## src/rtl/rv32_pkg.sv

```systemverilog
`default_nettype none
// ============================================================================
// Module   : rv32_pkg
// Brief    : Shared width codes and LSU state encoding.
// Revision : 1.0 - initial release
// ============================================================================
package rv32_pkg;

    localparam logic [2:0] F3_B  = 3'b000;
    localparam logic [2:0] F3_H  = 3'b001;
    localparam logic [2:0] F3_W  = 3'b010;
    localparam logic [2:0] F3_BU = 3'b100;
    localparam logic [2:0] F3_HU = 3'b101;

    typedef enum logic [0:0] {
        ST_IDLE   = 1'b0,
        ST_ACCESS = 1'b1
    } lsu_state_t;

endpackage
`default_nettype wire

```

## src/rtl/load_store_unit_if.sv

```systemverilog
`default_nettype none
// ============================================================================
// Module   : load_store_unit_if
// Brief    : Data-memory req/ack bus between the LSU and memory.
// Revision : 1.0 - initial release
// ============================================================================
interface load_store_unit_if;
    logic        mem_req;
    logic        mem_we;
    logic [31:0] mem_addr;
    logic [3:0]  mem_be;
    logic [31:0] mem_wdata;
    logic [31:0] mem_rdata;
    logic        mem_ack;

    modport master (
        output mem_req, mem_we, mem_addr, mem_be, mem_wdata,
        input  mem_rdata, mem_ack
    );

    modport slave (
        input  mem_req, mem_we, mem_addr, mem_be, mem_wdata,
        output mem_rdata, mem_ack
    );
endinterface
`default_nettype wire

```

## src/rtl/lsu_align.sv

```systemverilog
`default_nettype none
// ============================================================================
// Module   : lsu_align
// Brief    : Byte-lane steering, load extension and alignment check.
// Revision : 1.0 - initial release
// ============================================================================
module lsu_align
    import rv32_pkg::*;
(
    input  wire logic [2:0]  i_req_f3,
    input  wire logic [1:0]  i_req_lo,
    input  wire logic        i_is_store,
    input  wire logic [31:0] i_alu_out,
    output logic      [3:0]  o_be,
    output logic      [31:0] o_wdata,
    output logic             o_misalign,
    input  wire logic [2:0]  i_rsp_f3,
    input  wire logic [1:0]  i_rsp_lo,
    input  wire logic [31:0] i_mem_rdata,
    output logic      [31:0] o_load_data
);

    logic [31:0] w_shift;

    assign w_shift = i_mem_rdata >> {i_rsp_lo, 3'b000};

    always_comb begin
        o_be       = 4'b0000;
        o_wdata    = 32'd0;
        o_misalign = 1'b0;
        case (i_req_f3)
            F3_B, F3_BU: begin
                o_be    = 4'b0001 << i_req_lo;
                o_wdata = {4{i_alu_out[7:0]}};
            end
            F3_H, F3_HU: begin
                o_be       = 4'b0011 << i_req_lo;
                o_wdata    = {2{i_alu_out[15:0]}};
                o_misalign = i_req_lo[0];
            end
            F3_W: begin
                o_be       = 4'b1111;
                o_wdata    = i_alu_out;
                o_misalign = (i_req_lo != 2'b00);
            end
            default: o_misalign = 1'b1;
        endcase
        // Unsigned widths only make sense for loads.
        if (i_is_store && (i_req_f3 == F3_BU || i_req_f3 == F3_HU))
            o_misalign = 1'b1;
    end

    always_comb begin
        o_load_data = w_shift;
        case (i_rsp_f3)
            F3_B:    o_load_data = {{24{w_shift[7]}}, w_shift[7:0]};
            F3_H:    o_load_data = {{16{w_shift[15]}}, w_shift[15:0]};
            F3_BU:   o_load_data = {24'd0, w_shift[7:0]};
            F3_HU:   o_load_data = {16'd0, w_shift[15:0]};
            default: o_load_data = w_shift;
        endcase
    end

endmodule
`default_nettype wire

```

## src/rtl/load_store_unit.sv

```systemverilog
`default_nettype none
// ============================================================================
// Module   : load_store_unit
// Brief    : Memory-access stage: req/ack loads/stores and registered writeback.
//            Optional ack watchdog enabled by defining LSU_TIMEOUT_EN.
// Revision : 1.0 - initial release
// ============================================================================
module load_store_unit
    import rv32_pkg::*;
#(
    parameter int TIMEOUT = 16
) (
    input  wire logic        clk,
    input  wire logic        rst,
    input  wire logic [31:0] alu_out,
    input  wire logic [31:0] d_add,
    input  wire logic        d_r_en,
    input  wire logic        d_w_en,
    input  wire logic [2:0]  f3,
    input  wire logic [4:0]  alu_rd,
    input  wire logic        alu_reg_w_en,
    load_store_unit_if.master mem,
    output logic             lsu_busy,
    output logic             wb_we,
    output logic      [4:0]  wb_rd,
    output logic      [31:0] wb_data,
    output logic             lsu_err
);

    lsu_state_t  r_state;
    logic        r_req;
    logic        r_we;
    logic [31:0] r_addr;
    logic [3:0]  r_be;
    logic [31:0] r_wdata;
    logic [2:0]  r_f3;
    logic [1:0]  r_lo;
    logic [4:0]  r_rd;
    logic        r_busy;
    logic        r_wb_we;
    logic [4:0]  r_wb_rd;
    logic [31:0] r_wb_data;
    logic        r_err;

    logic [3:0]  w_be;
    logic [31:0] w_wdata;
    logic        w_misalign;
    logic [31:0] w_load_data;
    logic        w_timeout;

    lsu_align u_align (
        .i_req_f3    (f3),
        .i_req_lo    (d_add[1:0]),
        .i_is_store  (d_w_en),
        .i_alu_out   (alu_out),
        .o_be        (w_be),
        .o_wdata     (w_wdata),
        .o_misalign  (w_misalign),
        .i_rsp_f3    (r_f3),
        .i_rsp_lo    (r_lo),
        .i_mem_rdata (mem.mem_rdata),
        .o_load_data (w_load_data)
    );

`ifdef LSU_TIMEOUT_EN
    logic [31:0] r_tmo_cnt;

    // Ack on the expiring edge takes priority over the timeout.
    assign w_timeout = (r_state == ST_ACCESS) && !mem.mem_ack &&
                       (r_tmo_cnt == 32'(TIMEOUT - 1));

    always_ff @(posedge clk or negedge rst) begin
        if (!rst)
            r_tmo_cnt <= 32'd0;
        else if (r_state != ST_ACCESS)
            r_tmo_cnt <= 32'd0;
        else if (!mem.mem_ack)
            r_tmo_cnt <= r_tmo_cnt + 32'd1;
    end
`else
    // Keeps the parameter referenced in builds without the watchdog.
    assign w_timeout = (TIMEOUT < 0);
`endif

    always_ff @(posedge clk or negedge rst) begin
        if (!rst) begin
            r_state   <= ST_IDLE;
            r_req     <= 1'b0;
            r_we      <= 1'b0;
            r_addr    <= 32'd0;
            r_be      <= 4'd0;
            r_wdata   <= 32'd0;
            r_f3      <= 3'd0;
            r_lo      <= 2'd0;
            r_rd      <= 5'd0;
            r_busy    <= 1'b0;
            r_wb_we   <= 1'b0;
            r_wb_rd   <= 5'd0;
            r_wb_data <= 32'd0;
            r_err     <= 1'b0;
        end else begin
            r_wb_we <= 1'b0;
            r_err   <= 1'b0;
            case (r_state)
                ST_IDLE: begin
                    if (d_r_en && d_w_en) begin
                        r_err <= 1'b1;
                    end else if (d_r_en || d_w_en) begin
                        if (w_misalign) begin
                            r_err <= 1'b1;
                        end else begin
                            r_state <= ST_ACCESS;
                            r_req   <= 1'b1;
                            r_busy  <= 1'b1;
                            r_we    <= d_w_en;
                            r_addr  <= {d_add[31:2], 2'b00};
                            r_be    <= w_be;
                            r_wdata <= w_wdata;
                            r_f3    <= f3;
                            r_lo    <= d_add[1:0];
                            r_rd    <= alu_rd;
                        end
                    end else if (alu_reg_w_en && alu_rd != 5'd0) begin
                        r_wb_we   <= 1'b1;
                        r_wb_rd   <= alu_rd;
                        r_wb_data <= alu_out;
                    end
                end
                ST_ACCESS: begin
                    if (mem.mem_ack) begin
                        r_state <= ST_IDLE;
                        r_req   <= 1'b0;
                        r_busy  <= 1'b0;
                        if (!r_we && r_rd != 5'd0) begin
                            r_wb_we   <= 1'b1;
                            r_wb_rd   <= r_rd;
                            r_wb_data <= w_load_data;
                        end
                    end else if (w_timeout) begin
                        r_state <= ST_IDLE;
                        r_req   <= 1'b0;
                        r_busy  <= 1'b0;
                        r_err   <= 1'b1;
                    end
                end
                default: r_state <= ST_IDLE;
            endcase
        end
    end

    assign mem.mem_req   = r_req;
    assign mem.mem_we    = r_we;
    assign mem.mem_addr  = r_addr;
    assign mem.mem_be    = r_be;
    assign mem.mem_wdata = r_wdata;
    assign lsu_busy      = r_busy;
    assign wb_we         = r_wb_we;
    assign wb_rd         = r_wb_rd;
    assign wb_data       = r_wb_data;
    assign lsu_err       = r_err;

endmodule
`default_nettype wire

```

## src/flat_wrapper.sv

```systemverilog
// flat-port wrapper written by rule: the top's interface ports become plain ports
module load_store_unit_flat import rv32_pkg::*;
#(
    parameter int TIMEOUT = 16
)
  (clk, rst, alu_out, d_add, d_r_en, d_w_en, f3, alu_rd, alu_reg_w_en, lsu_busy, wb_we, wb_rd, wb_data, lsu_err, mem_mem_req, mem_mem_we, mem_mem_addr, mem_mem_be, mem_mem_wdata, mem_mem_rdata, mem_mem_ack);
  load_store_unit_if mem_i ();
  input  wire logic clk;
  input  wire logic rst;
  input  wire logic [31:0] alu_out;
  input  wire logic [31:0] d_add;
  input  wire logic d_r_en;
  input  wire logic d_w_en;
  input  wire logic [2:0] f3;
  input  wire logic [4:0] alu_rd;
  input  wire logic alu_reg_w_en;
  output logic lsu_busy;
  output logic wb_we;
  output logic      [4:0] wb_rd;
  output logic      [31:0] wb_data;
  output logic lsu_err;
  output wire logic [$bits(mem_i.mem_req)-1:0] mem_mem_req;
  output wire logic [$bits(mem_i.mem_we)-1:0] mem_mem_we;
  output wire logic [$bits(mem_i.mem_addr)-1:0] mem_mem_addr;
  output wire logic [$bits(mem_i.mem_be)-1:0] mem_mem_be;
  output wire logic [$bits(mem_i.mem_wdata)-1:0] mem_mem_wdata;
  input wire logic [$bits(mem_i.mem_rdata)-1:0] mem_mem_rdata;
  input wire logic [$bits(mem_i.mem_ack)-1:0] mem_mem_ack;
  assign mem_mem_req = mem_i.mem_req;
  assign mem_mem_we = mem_i.mem_we;
  assign mem_mem_addr = mem_i.mem_addr;
  assign mem_mem_be = mem_i.mem_be;
  assign mem_mem_wdata = mem_i.mem_wdata;
  assign mem_i.mem_rdata = mem_mem_rdata;
  assign mem_i.mem_ack = mem_mem_ack;
  load_store_unit #(.TIMEOUT(TIMEOUT)) u_core (.clk(clk), .rst(rst), .alu_out(alu_out), .d_add(d_add), .d_r_en(d_r_en), .d_w_en(d_w_en), .f3(f3), .alu_rd(alu_rd), .alu_reg_w_en(alu_reg_w_en), .mem(mem_i), .lsu_busy(lsu_busy), .wb_we(wb_we), .wb_rd(wb_rd), .wb_data(wb_data), .lsu_err(lsu_err));
endmodule
```

## config.mk

```make
export PLATFORM = sky130hd
export DESIGN_NAME = load_store_unit_flat
export DESIGN_NICKNAME = d
export VERILOG_FILES = /design/src/rtl/rv32_pkg.sv /design/src/rtl/load_store_unit_if.sv /design/src/rtl/lsu_align.sv /design/src/rtl/load_store_unit.sv /design/src/flat_wrapper.sv
export SDC_FILE = /design/constraint.sdc
export NUM_CORES = 1
export LEC_CHECK = 0
export BUFFER_PORTS_ARGS = -buffer_cell sky130_fd_sc_hd__clkbuf_2
export CAP_MARGIN = 20
export CELL_PAD_IN_SITES_DETAIL_PLACEMENT = 0
export CELL_PAD_IN_SITES_GLOBAL_PLACEMENT = 2
export CORE_AREA = 2 2 133 160
export CTS_BUF_LIST = sky130_fd_sc_hd__clkbuf_2
export CTS_CLUSTER_SIZE = 10
export DETAILED_ROUTE_END_ITERATION = 6
export DIE_AREA = 0 0 135 162
export PLACE_DENSITY_LB_ADDON = 0.1
export SYNTH_ARGS = -nofsm -noshare
export SYNTH_HDL_FRONTEND = slang
export SYNTH_SLANG_ARGS = --single-unit
```

## constraint.sdc

```tcl
create_clock -name clk -period 1.8 [get_ports clk]
set_input_delay 0 -clock clk [delete_from_list [all_inputs] [get_ports clk]]
set_output_delay 0 -clock clk [all_outputs]
set_load 0.01 [all_outputs]
```

; ---- Word-level counts from Yosys, hierarchy flattened
; Index checks and enable logic that the tools add are counted.
[word_totals]
ff_bits = 118
in_bits = 110
output_inout_bits = 110
wordCells = 87
[classes]
n_eq_ne = 14
shift = 3
muxes = 37
bitwise_logic = 3
reduce_logical = 17
[ops]
columns = cell, count
row1 = $mux W32, 5
row2 = $pmux W32 S4, 1
row3 = $pmux W32 S3, 1
row4 = $pmux W32 S2, 1
row5 = $shr A32 B5 Y32, 1
row6 = $mux W5, 5
row7 = $mux W1, 17
row8 = $eq A3 B3 Y1 const B, 4
row9 = $pmux W4 S3, 1
row10 = $ne A2 B2 Y1 const B, 5
row11 = $pmux W5 S2, 1
row12 = $reduce_bool A5 Y1, 2
row13 = $pmux W1 S2, 4
row14 = $reduce_and A4 Y1, 2
row15 = $eq A3 B1 Y1 const B, 2
row16 = $logic_not A3 Y1, 2
row17 = $reduce_and A5 Y1, 1
row18 = $logic_and A1 B1 Y1, 4
row19 = $ne A2 B1 Y1 const B, 2
row20 = $reduce_or A2 Y1, 2
row21 = $shl A1 B2 Y4 const A, 1
row22 = $shl A2 B2 Y4 const A, 1
row23 = $eq A3 B2 Y1 const B, 1
row24 = $not A1 Y1, 3
row25 = other kinds (4), 5

; ---- Depth between registers and ports, before layout
; Gate-level depths: netlist of the first run.
[logic_depth]
depth_word = 8
ltp_mapped = 8

; ---- Cells and area by module
; Synthesis of the first run repeated with hierarchy kept, for this count alone.
[unflattened]
hier_cells = 493
area_unflattened_um2 = 6187.2
[by_module_without_submodules]
columns = mod, instances, cells_per_inst, area_per_inst_um2, seq_area_each_um2
row1 = load_store_unit, 1, 306, 4933.5, 2952.8
row2 = lsu_align, 1, 187, 1253.7, 0.0

; ---- Worst setup path before layout of the first run
; No wires, ideal clock.
[synth_timing]
path_type = register to register
start = register u_core.r_f3[1]
end = register u_core.r_wb_data[23] (netlist: u_core.wb_data[23])
t_arrival_ns = 1.555
required_ns = 1.708
path_slack_ns = 0.153
path_stages_with_launch = 7
n_path_buf = 2
period_less_slack_ns = 1.647
path_cell_list = dfrtp_1 or3_1 buf_6 buf_6 o32ai_2 nor3_1 o31ai_2
[synth_via]
elab_chain_cells = 5
word_cells_on_any_way = 8
cone_classes = eq/ne (3) / mux (4) / reduce/logical (1)
[synth_rtl]
columns = element, line_no
row1 = from (decl), load_store_unit.sv:36  ; logic [2:0] r_f3;
row2 = from (signal assigned), load_store_unit.sv:93  ; r_f3 <= 3'd0;
row3 = from (signal assigned), load_store_unit.sv:119  ; r_f3 <= f3;
row4 = "$eq A3 B3 Y1, or another cell as far along", lsu_align.sv:55  ; case (i_rsp_f3)
row5 = $pmux W32 S4 *, lsu_align.sv:55
row6 = $mux W32 *, load_store_unit.sv:134  ; if (!r_we && r_rd != 5'd0) begin
row7 = $mux W32 *, load_store_unit.sv:130  ; if (mem.mem_ack) begin
row8 = $pmux W32 S2 *, load_store_unit.sv:104  ; case (r_state)
row9 = to (signal assigned), load_store_unit.sv:126  ; r_wb_data <= alu_out;
row10 = to (signal assigned), load_store_unit.sv:137  ; r_wb_data <= w_load_data;
row11 = to (decl), load_store_unit.sv:42  ; logic [31:0] r_wb_data;
; Every way passes the cells marked *; elsewhere a longest branch is shown, timed or not. The select of a mux whose other input is x is not followed.
; A chain may end at the register's enable or synchronous reset.

; ---- Worst setup path after layout of the first run
[layout_timing]
start = input alu_out[3]
end = register u_core.r_wdata[27] (netlist: u_core.mem.mem_wdata[27])
[layout_via]
elab_chain_cells = 1
[layout_rtl]
columns = element, line_no
row1 = from (decl), flat_wrapper.sv:10  ; input wire logic [31:0] alu_out;
row2 = $pmux W32 S3, lsu_align.sv:31  ; case (i_req_f3)
row3 = to (signal assigned), load_store_unit.sv:118  ; r_wdata <= w_wdata;
row4 = to (decl), load_store_unit.sv:35  ; logic [31:0] r_wdata;
; No other way between the ends.

==> results of run 1 <==
==> final timing paths <==
| path | start | end | cells past startpoint |
|---|---|---|---|
| worst min register to register | u_core.mem.mem_addr[16] | u_core.mem.mem_addr[16] | 1 |
| max in group asynchronous | rst | u_core.wb_data[12] | 4 |
| worst max register to register | u_core.r_lo[1] | u_core.wb_data[10] | 4 |
| worst min-delay path | f3[0] | u_core.mem.mem_be[1] | 5 |
| min in group asynchronous | rst | u_core.mem.mem_addr[10] | 4 |
| worst max-delay path | alu_out[3] | u_core.mem.mem_wdata[27] | 8 |
==> Yosys cell counts (14+ instances only) <==
cell type	number	area share, %
dfrtp_1	118	48
nor2_1	67	4.1
mux2i_1	53	8.6
nand3_1	45	3.6
mux2_2	41	7.5
a21oi_1	39	3.2
nor3_1	21	1.7
inv_1	19	1.2
o21ai_0	18	1.5
a22oi_1	16	1.9
buf_4	16	1.9
buf_2	15	1.2
clkbuf_1	15	0.91
o31ai_1	14	1.7
==> area by class of cell <==
type	instances	area [um^2]	area share, %
tap	265	332	3.51
sequential	118	2960	31.3
timing repair buffer	405	3000	31.7
inverter	19	71.3	0.755
clock inverter	13	156	1.66
multi-input combinational	389	2830	29.9
antenna	3	7.51	0.0795
clock buffer	19	95.1	1.01
==> cell usage in the layout (no fill, tap or decap), types with 14 or more instances in the layout <==
master	netlist	final
clkbuf_2	0	235
dlygate4sd3_1	0	152
dfrtp_1	118	116
nor2_1	67	67
mux2i_1	53	53
nand3_1	45	45
mux2_2	41	41
a21oi_1	39	39
buf_4	16	27
nor3_1	21	21
inv_1	19	19
o21ai_0	18	18
a22oi_1	16	16
o31ai_1	14	14
==> sequential cells by signal (all words and copies together), names as in the netlist, 2 cells and up <==
signal / flops
u_core.wb_rd: 5
u_core.mem.mem_be: 4
u_core.r_rd: 5
u_core.r_f3: 3
u_core.wb_data: 32
u_core.mem.mem_wdata: 32
u_core.r_lo: 2
u_core.mem.mem_addr: 30
==> cell families after synthesis <==
kind of cell              after synthesis
and+or+nand+nor                       147
xor gates and xnor gates                2
DFF                                   118
AOI/OAI and AO/OA                     142
other                                   1
muxes                                  96
buffers and inverters                  76
==> routing by layer <==
metal	wire, um	share of wire [%]	vias to the layer above
li1	-	-	2861
met1	10200	44	2961
met2	11300	49	202
met3	1300	5.6	32
met4	449	1.9	0
met5	0	0	-
==> power breakdown <==
part / internal [W] / leakage [nW] / switching [W]
Sequential: 0.00363 / 1.41 / 0.000648
Clock: 0.000776 / 0.142 / 0.00108
Combinational: 0.00221 / 2.82 / 0.00250
==> stage by stage <==
step	util, %	hold WS [ps]	cells
2_1_floorplan	-	-296	583
3_3_place_gp	37.6	49.9	1043
3_5_place_dp	37.6	61.0	1043
4_1_cts	46.5	0.162	1227
5_1_grt	46.6	15.2	1231
6_report	46.6	64.7	1231
==> timing repair <==
action                                 CTS  global route
hold buffers                           152             1
endpoints found under the hold margin  236             1
pin swaps                                0             1
gates cloned                             0             0
setup endpoints to repair                8            14
gates resized for setup                  1             3
==> worst min-delay path: cells and delay by family <==
family                 cells  cell delay, ps
AOI/OAI and AO/OA          2             200
buffers and inverters      2             360
and+or+nand+nor            1             150
==> results_dict.tcl, run 1 <==
set metrics [dict create \
    run_status "complete, no violations" \
    fin_nets 1060 \
    pre_cts_slack_ps -47.9 \
    slowest_cp_cell "dlygate4sd3_1" \
    synth-async-reset-ratio_pct 100 \
    critPathBufInv 4 \
    portBuffers 217 \
    detailed_place_hpwl_um 16600 \
    critPathMaxFanout 5 \
    initial_utilization_pct 30.6 \
    timing.final.crit_period_ps 1730 \
    ff2ff_setup_slack_ps 110 \
    syn-mean-instance-area_um2 10.6 \
    cts_buffer_depth 2 \
    skew_ps 32.8 \
    clock_sink_count 118 \
    antenna_violating_nets_post_route 0 \
    fin_ws_ps 73.6 \
    synth_sequential_area_ratio_pct 47.7 \
    power_per_cell_area_nw_per_um2 1150 \
    critPathArrivalTime_ps 2320 \
    row_count 57 \
    cts-buffers-inserted 17 \
    vias_per_cell 4.92 \
    use_met3_pct 4.96 \
    max_cap_viol_count 0 \
    worstSetupStartpointType "input pin" \
    synth-warning-count 0 \
    synth_compound_gate_area_share_pct 17.3 \
    worst_path_largest_cell_delay_ps 590 \
    n_fill_cell 1992 \
    top_usage_layer "met2" \
    routed-via-count 6056 \
    die_w_um 135 \
    wirelength_um 23300 \
    fin_setup_tns_ps 0 \
    layout_worst_path_cycle_share_pct 95.9 \
    synthCells 582 \
    synth_top_family_by_area "compound AO/OA/AOI/OAI gates" \
    timing.critical_path.cells "dlygate4sd3_1 -> clkbuf_2 -> mux2i_1 -> dlygate4sd3_1 -> nor2_1 -> a31oi_1 -> dlygate4sd3_1 -> a21oi_1" \
    global_route.overflow_total 0 \
    clkLatencyLatePin_ps 700 \
    clock-root-buffer "clkbuf_2" \
    global_route.usage.total_pct 21.7 \
    setup.worst_path.class "input pin to register" \
    holdCritPathClass "input pin to register" \
    simple_gate_area_share_of_the_yosys_netlist_pct 11.1 \
    die_h_um 162 \
    rsz0062_at_grt "no" \
    area_growth_syn_to_layout_pct 52.4 \
    yosys-mux-area-fraction_pct 16.6 \
    drcViolationCount 0 \
    max_freq_ghz 0.579 \
    cts_tree "done" \
    ys.flop_type "dfrtp_1" \
    finalPower_w 0.0108 \
    gp_congestion 0.915 \
    firstDrtPassIters 4 \
    synth-adder-area-share_pct 0 \
    layout.cell_area.non_filler_um2 9440 \
    fp.coreArea_um2 20300 \
    boundaryPins 220 \
    slew_at_the_pin_with_the_worst_max_slew_slack_ps 606 \
    cp-end-kind "register" \
    number_of_flops_mapped_to_enable_cells_by_yosys 0 \
    p_leak_nw 4.37 \
    global_route.usage.met1_pct 28.3 \
    cp_top_family "buffers and inverters" \
    maxSlewHeadroom_pct 59.3 \
    timing.critical_path.required_ps 2390 \
    cts.repair_timing.setup_buffer_count 0 \
    finalMaxSlewViolations 0 \
    cts_max_level 4 \
    share_of_the_synthesized_netlist_area_taken_by_xor_and_xnor_gates_pct 0.283 \
    syn-cell-area_um2 6190 \
    vias_in_the_first_global_route 6422 \
    grt_start_max_net_pins 51 \
    yosysUniqueCellTypes 46 \
    ir_worst_vdd_mv 0.538 \
    dr.first_iter.drc_count 249 \
    wl_per_cell_um 18.9 \
    clk_transition_reported_paths_ps 190 \
    dieArea_um2 21900 \
    gr-usage-met2_pct 36.0 \
    place_area_um2 7620 \
    hold_viol_final 0 \
    number_of_antenna_violations_at_the_first_check_in_global_routing 1 \
    grt_first_pass_wirelength_um 36300 \
    critical-path-top-cell-by-count "dlygate4sd3_1" \
    number_of_synthesized_register_bits 118 \
    setup_viol_count_final 0 \
    drive_gt1_share_pct 37.1 \
]
(Power assumes the default switching activity.)
==> run 2, diff against run 1 <==
- RECOVER_POWER: default -> 25
==> results_dict.tcl, run 2 (same netlist as run 1, synthesis figures left out) <==
set metrics [dict create \
    setup.worst_path.class "input pin to register" \
    vias_per_cell 4.93 \
    critPathArrivalTime_ps 2310 \
    routed-via-count 6070 \
    finalMaxSlewViolations 0 \
    whs_ps 59.4 \
    timing.critical_path.cells "dlygate4sd3_1 -> clkbuf_2 -> mux2i_1 -> dlygate4sd3_1 -> nor2_1 -> a31oi_1 -> dlygate4sd3_1 -> a21oi_1" \
    critPathBufInv 4 \
    worstSetupStartpointType "input pin" \
    setup_viol_count_final 0 \
    grt_start_max_net_pins 51 \
    timing.final.crit_period_ps 1720 \
    initial_utilization_pct 30.6 \
    max_freq_ghz 0.582 \
    max_cap_viol_count 0 \
    pre_cts_slack_ps -47.9 \
    clock_sink_count 118 \
    clk_transition_reported_paths_ps 190 \
    holdCritPathClass "input pin to register" \
    global_route.usage.total_pct 21.7 \
    slew_at_the_pin_with_the_worst_max_slew_slack_ps 834 \
    layout.cells.most_common "clkbuf_2" \
    cts_buffer_depth 2 \
    row_count 57 \
    run_status "complete, no violations" \
    timing.critical_path.required_ps 2400 \
    dr.first_iter.drc_count 293 \
    p_leak_nw 4.36 \
    critPathMaxFanout 5 \
    slowest_cp_cell "dlygate4sd3_1" \
    firstDrtPassIters 6 \
    skew_ps 40.7 \
    die_h_um 162 \
    fin_setup_tns_ps 0 \
    clock-root-buffer "clkbuf_2" \
    hold_viol_final 0 \
    fin_ws_ps 80.8 \
    cts_max_level 4 \
    vias_in_the_first_global_route 6422 \
    cts-buffers-inserted 17 \
    fp.coreArea_um2 20300 \
    fin_nets 1060 \
    dieArea_um2 21900 \
    layout.cell_area.non_filler_um2 9410 \
    global_route.overflow_total 0 \
    drive_gt1_share_pct 36.8 \
    ir_worst_vdd_mv 0.534 \
    clkLatencyLatePin_ps 700 \
    wl_per_cell_um 18.9 \
    place_area_um2 7620 \
    drcViolationCount 0 \
    maxSlewHeadroom_pct 44.4 \
    die_w_um 135 \
    rsz0062_at_grt "no" \
    antenna_violating_nets_post_route 0 \
    layout_common_cells "clkbuf_2 (237), dlygate4sd3_1 (152), dfrtp_1 (116)" \
    boundaryPins 220 \
    portBuffers 217 \
    gp_congestion 0.915 \
    critical-path-top-cell-by-count "dlygate4sd3_1" \
    power_per_cell_area_nw_per_um2 1150 \
    wirelength_um 23300 \
    cp_top_family "buffers and inverters" \
    detailed_place_hpwl_um 16600 \
    grt_first_pass_wirelength_um 36300 \
    cts.repair_timing.setup_buffer_count 0 \
    finalPower_w 0.0108 \
    cts_tree "done" \
    number_of_antenna_violations_at_the_first_check_in_global_routing 1 \
    layout_worst_path_cycle_share_pct 95.5 \
    worst_path_largest_cell_delay_ps 590 \
    cp-end-kind "register" \
    area_growth_syn_to_layout_pct 52.0 \
]
-- run 2: cell types whose count changed in the layout (fill, tap and decap cells not counted) --
cell,previous run,this run
buf_4,27,23
clkbuf_1,0,3
clkbuf_2,235,237
buf_12,9,8
-- run 2: timing repair --
action                                 4_1_cts  5_1_grt
pin swaps                                    0        1
setup endpoints to repair                    8       14
hold buffers                               152        1
endpoints found under the hold margin      236        1
resized for setup                            1        3
-- run 2: worst min-delay path, stage by stage --
cell      delay (ps)
clkbuf_2         130
buf_4            230
or2_2            150
a21oi_1           60
a21oi_1          140
-- run 2: final timing paths --
path                       cells after the start                    start                        to  slack (ps)
max                                            8               alu_out[3]  u_core.mem.mem_wdata[27]          80
min                                            5                    f3[0]      u_core.mem.mem_be[1]          60
max reg2reg                                    4           u_core.r_lo[1]        u_core.wb_data[10]         110
min reg2reg                                    1  u_core.mem.mem_addr[16]   u_core.mem.mem_addr[16]         530
max in group asynchronous                      4                      rst         u_core.wb_data[0]         200
min in group asynchronous                      4                      rst   u_core.mem.mem_addr[16]         740
-- run 2: area by class of cell --
class	count	area, um^2
fill	1996	10800
timing repair buffer	405	2970
sequential	118	2960
multi-input combinational	389	2830
tap	265	332
clock inverter	13	156
clock buffer	19	95.1
inverter	19	71.3
antenna	3	7.51
-- run 2: power by group --
group	internal, W	switching [W]	total, W
combinational	0.00220	0.00250	0.00470
sequential	0.00363	0.000648	0.00427
clock	0.000776	0.00108	0.00186
-- run 2: per-stage QoR --
stage	util, %	instances
final	46.5	1231
after global routing	46.5	1231
after CTS	46.5	1227
after detailed placement	37.6	1043
after global placement	37.6	1043
after floorplan	-	583
-- run 2: routing by layer --
layer	GRT usage (%)	up-vias	wire, um
li1	-	2856	-
met1	28.3	2962	10000
met2	36.0	220	11300
met3	4.96	32	1520
met4	6.53	0	455
met5	0	-	0
==> run 3, diff against run 2 <==
- RECOVER_POWER: 25 -> 100
==> results_dict.tcl, run 3 (same netlist as run 1, synthesis figures left out) <==
set metrics [dict create \
    rsz0062_at_grt "no" \
    layout_common_cells "dlygate4sd3_1 (152), clkbuf_2 (130), dfrtp_1 (116)" \
    slowest_cp_cell "dlygate4sd3_1" \
    multi_input_area_um2 2780 \
    antenna_violating_nets_post_route 0 \
    firstDrtPassIters 5 \
    fin_nets 1060 \
    layout.cell_area.non_filler_um2 9220 \
    clk_transition_reported_paths_ps 180 \
    global_route.overflow_total 0 \
    comb_power_share_pct 41.8 \
    critPathArrivalTime_ps 2340 \
    place_area_um2 7620 \
    area_growth_syn_to_layout_pct 48.8 \
    portBuffers 217 \
    timing.final.crit_period_ps 1750 \
    ir_worst_vdd_mv 0.535 \
    clock_sink_count 118 \
    boundaryPins 220 \
    timing.critical_path.required_ps 2390 \
    cts_max_level 4 \
    wl_per_cell_um 19.0 \
    max_freq_ghz 0.572 \
    setup_viol_count_final 0 \
    holdCritPathClass "input pin to register" \
    min_path_cells 5 \
    hold_viol_final 0 \
    max_cap_viol_count 0 \
    grt_start_max_net_pins 51 \
    finalMaxSlewViolations 0 \
    slew_at_the_pin_with_the_worst_max_slew_slack_ps 829 \
    critical-path-top-cell-by-count "dlygate4sd3_1" \
    timing.critical_path.cells "dlygate4sd3_1 -> clkbuf_2 -> mux2i_1 -> dlygate4sd3_1 -> nor2_1 -> a31oi_1 -> dlygate4sd3_1 -> a21oi_1" \
    grt_first_pass_wirelength_um 36300 \
    power_per_cell_area_nw_per_um2 1140 \
    layout.cells.most_common "dlygate4sd3_1" \
    clkPwrFrac_pct 17.6 \
    run_status "complete, no violations" \
    routed-via-count 6069 \
    dieArea_um2 21900 \
    cts_buffer_depth 2 \
    initial_utilization_pct 30.6 \
    reg_power_share_pct 40.6 \
    cts-buffers-inserted 17 \
    maxSlewHeadroom_pct 44.8 \
    skew_ps 32.6 \
    cts_tree "done" \
    vias_in_the_first_global_route 6422 \
    global_route.usage.total_pct 21.7 \
    fp.coreArea_um2 20300 \
    number_of_antenna_violations_at_the_first_check_in_global_routing 1 \
    p_leak_nw 4.02 \
    worstSetupStartpointType "input pin" \
    wirelength_um 23400 \
    vias_per_cell 4.93 \
    gp_congestion 0.915 \
    critPathMaxFanout 5 \
    row_count 57 \
    clock-root-buffer "clkbuf_2" \
    drcViolationCount 0 \
    layout_worst_path_cycle_share_pct 97.1 \
    fin_setup_tns_ps 0 \
    cts.repair_timing.setup_buffer_count 0 \
    detailed_place_hpwl_um 16600 \
    drive_gt1_share_pct 24.8 \
    dr.first_iter.drc_count 276 \
    p_int_w 0.00633 \
    die_h_um 162 \
    ff2ff_setup_slack_ps 110 \
    setup.worst_path.class "input pin to register" \
    die_w_um 135 \
    timing.reg2reg.worst_path_depth 4 \
    regArea_um2 2960 \
    netSwitchingPower_w 0.00419 \
    clkLatencyLatePin_ps 690 \
    worst_path_largest_cell_delay_ps 590 \
    cp-end-kind "register" \
    n_fill_cell 2063 \
    p_sw_share_pct 39.8 \
]
==> run 3: area by class of cell <==
| type | instances | share of cell area, % |
|---|---|---|
| Clock inverter | 13 | 1.70 |
| Tap cell | 265 | 3.60 |
| Multi-Input combinational cell | 389 | 30.2 |
| Timing Repair Buffer | 405 | 30.5 |
| Clock buffer | 19 | 1.03 |
| Sequential cell | 118 | 32.1 |
| Inverter | 19 | 0.774 |
| Antenna cell | 3 | 0.0815 |
==> run 3: final timing paths <==
check                                        start                        to
min in group asynchronous                      rst   u_core.mem.mem_addr[16]
setup / recovery                        alu_out[3]  u_core.mem.mem_wdata[27]
hold reg to reg            u_core.mem.mem_addr[16]   u_core.mem.mem_addr[16]
hold / removal                               f3[0]      u_core.mem.mem_be[1]
max in group asynchronous                      rst         u_core.wb_data[0]
setup reg to reg                    u_core.r_state   u_core.mem.mem_addr[13]
==> run 3: layer usage <==
metal  part of all wire [%]  vias to the layer above  track usage, %  wire length [um]
li1                       -                     2859               -                 -
met1                     44                     2969            28.3             10200
met2                     49                      209            36.0             11400
met3                    5.6                       32            4.96              1310
met4                    1.9                        0            6.53               450
met5                      0                        -               0                 0
==> run 3: what timing repair did <==
item | in CTS | in global routing
cloned | 0 | 0
gates resized for setup | 1 | 3
endpoints found under the setup margin | 8 | 14
pin swaps | 0 | 1
endpoints found under the hold margin | 236 | 1
hold buffers | 152 | 1
==> run 3: critical path: cells and delay by family <==
| kind | cells | cell delay [ps] |
|---|---|---|
| buffers and inverters | 4 | 1890 |
| AND/OR/NAND/NOR | 1 | 50 |
| multiplexers | 1 | 200 |
| AO/OA/AOI/OAI | 2 | 200 |
==> run 3: power by group through the flow <==
stage / combinational, W / sequential [W] / clock [W]
2_1_floorplan: 0.00222 / 0.00464 / 0
3_3_place_gp: 0.00442 / 0.00429 / 0
3_5_place_dp: 0.00444 / 0.00433 / 0
4_1_cts: 0.00473 / 0.00428 / 0.00195
5_1_grt: 0.00483 / 0.00440 / 0.00207
6_report: 0.00439 / 0.00427 / 0.00186
==> run 3: per-stage QoR <==
step	util, %	std cells	power [W]	setup WS, ps	hold slack, ps
after floorplan	-	583	0.00685	153	-296
after global placement	37.6	1043	0.00871	-2.82	49.9
after detailed placement	37.6	1043	0.00877	-47.9	61.0
after CTS	46.5	1227	0.0110	33.0	0.162
after global routing	45.5	1231	0.0113	3.55	15.2
final	45.5	1231	0.0105	51.6	58.6
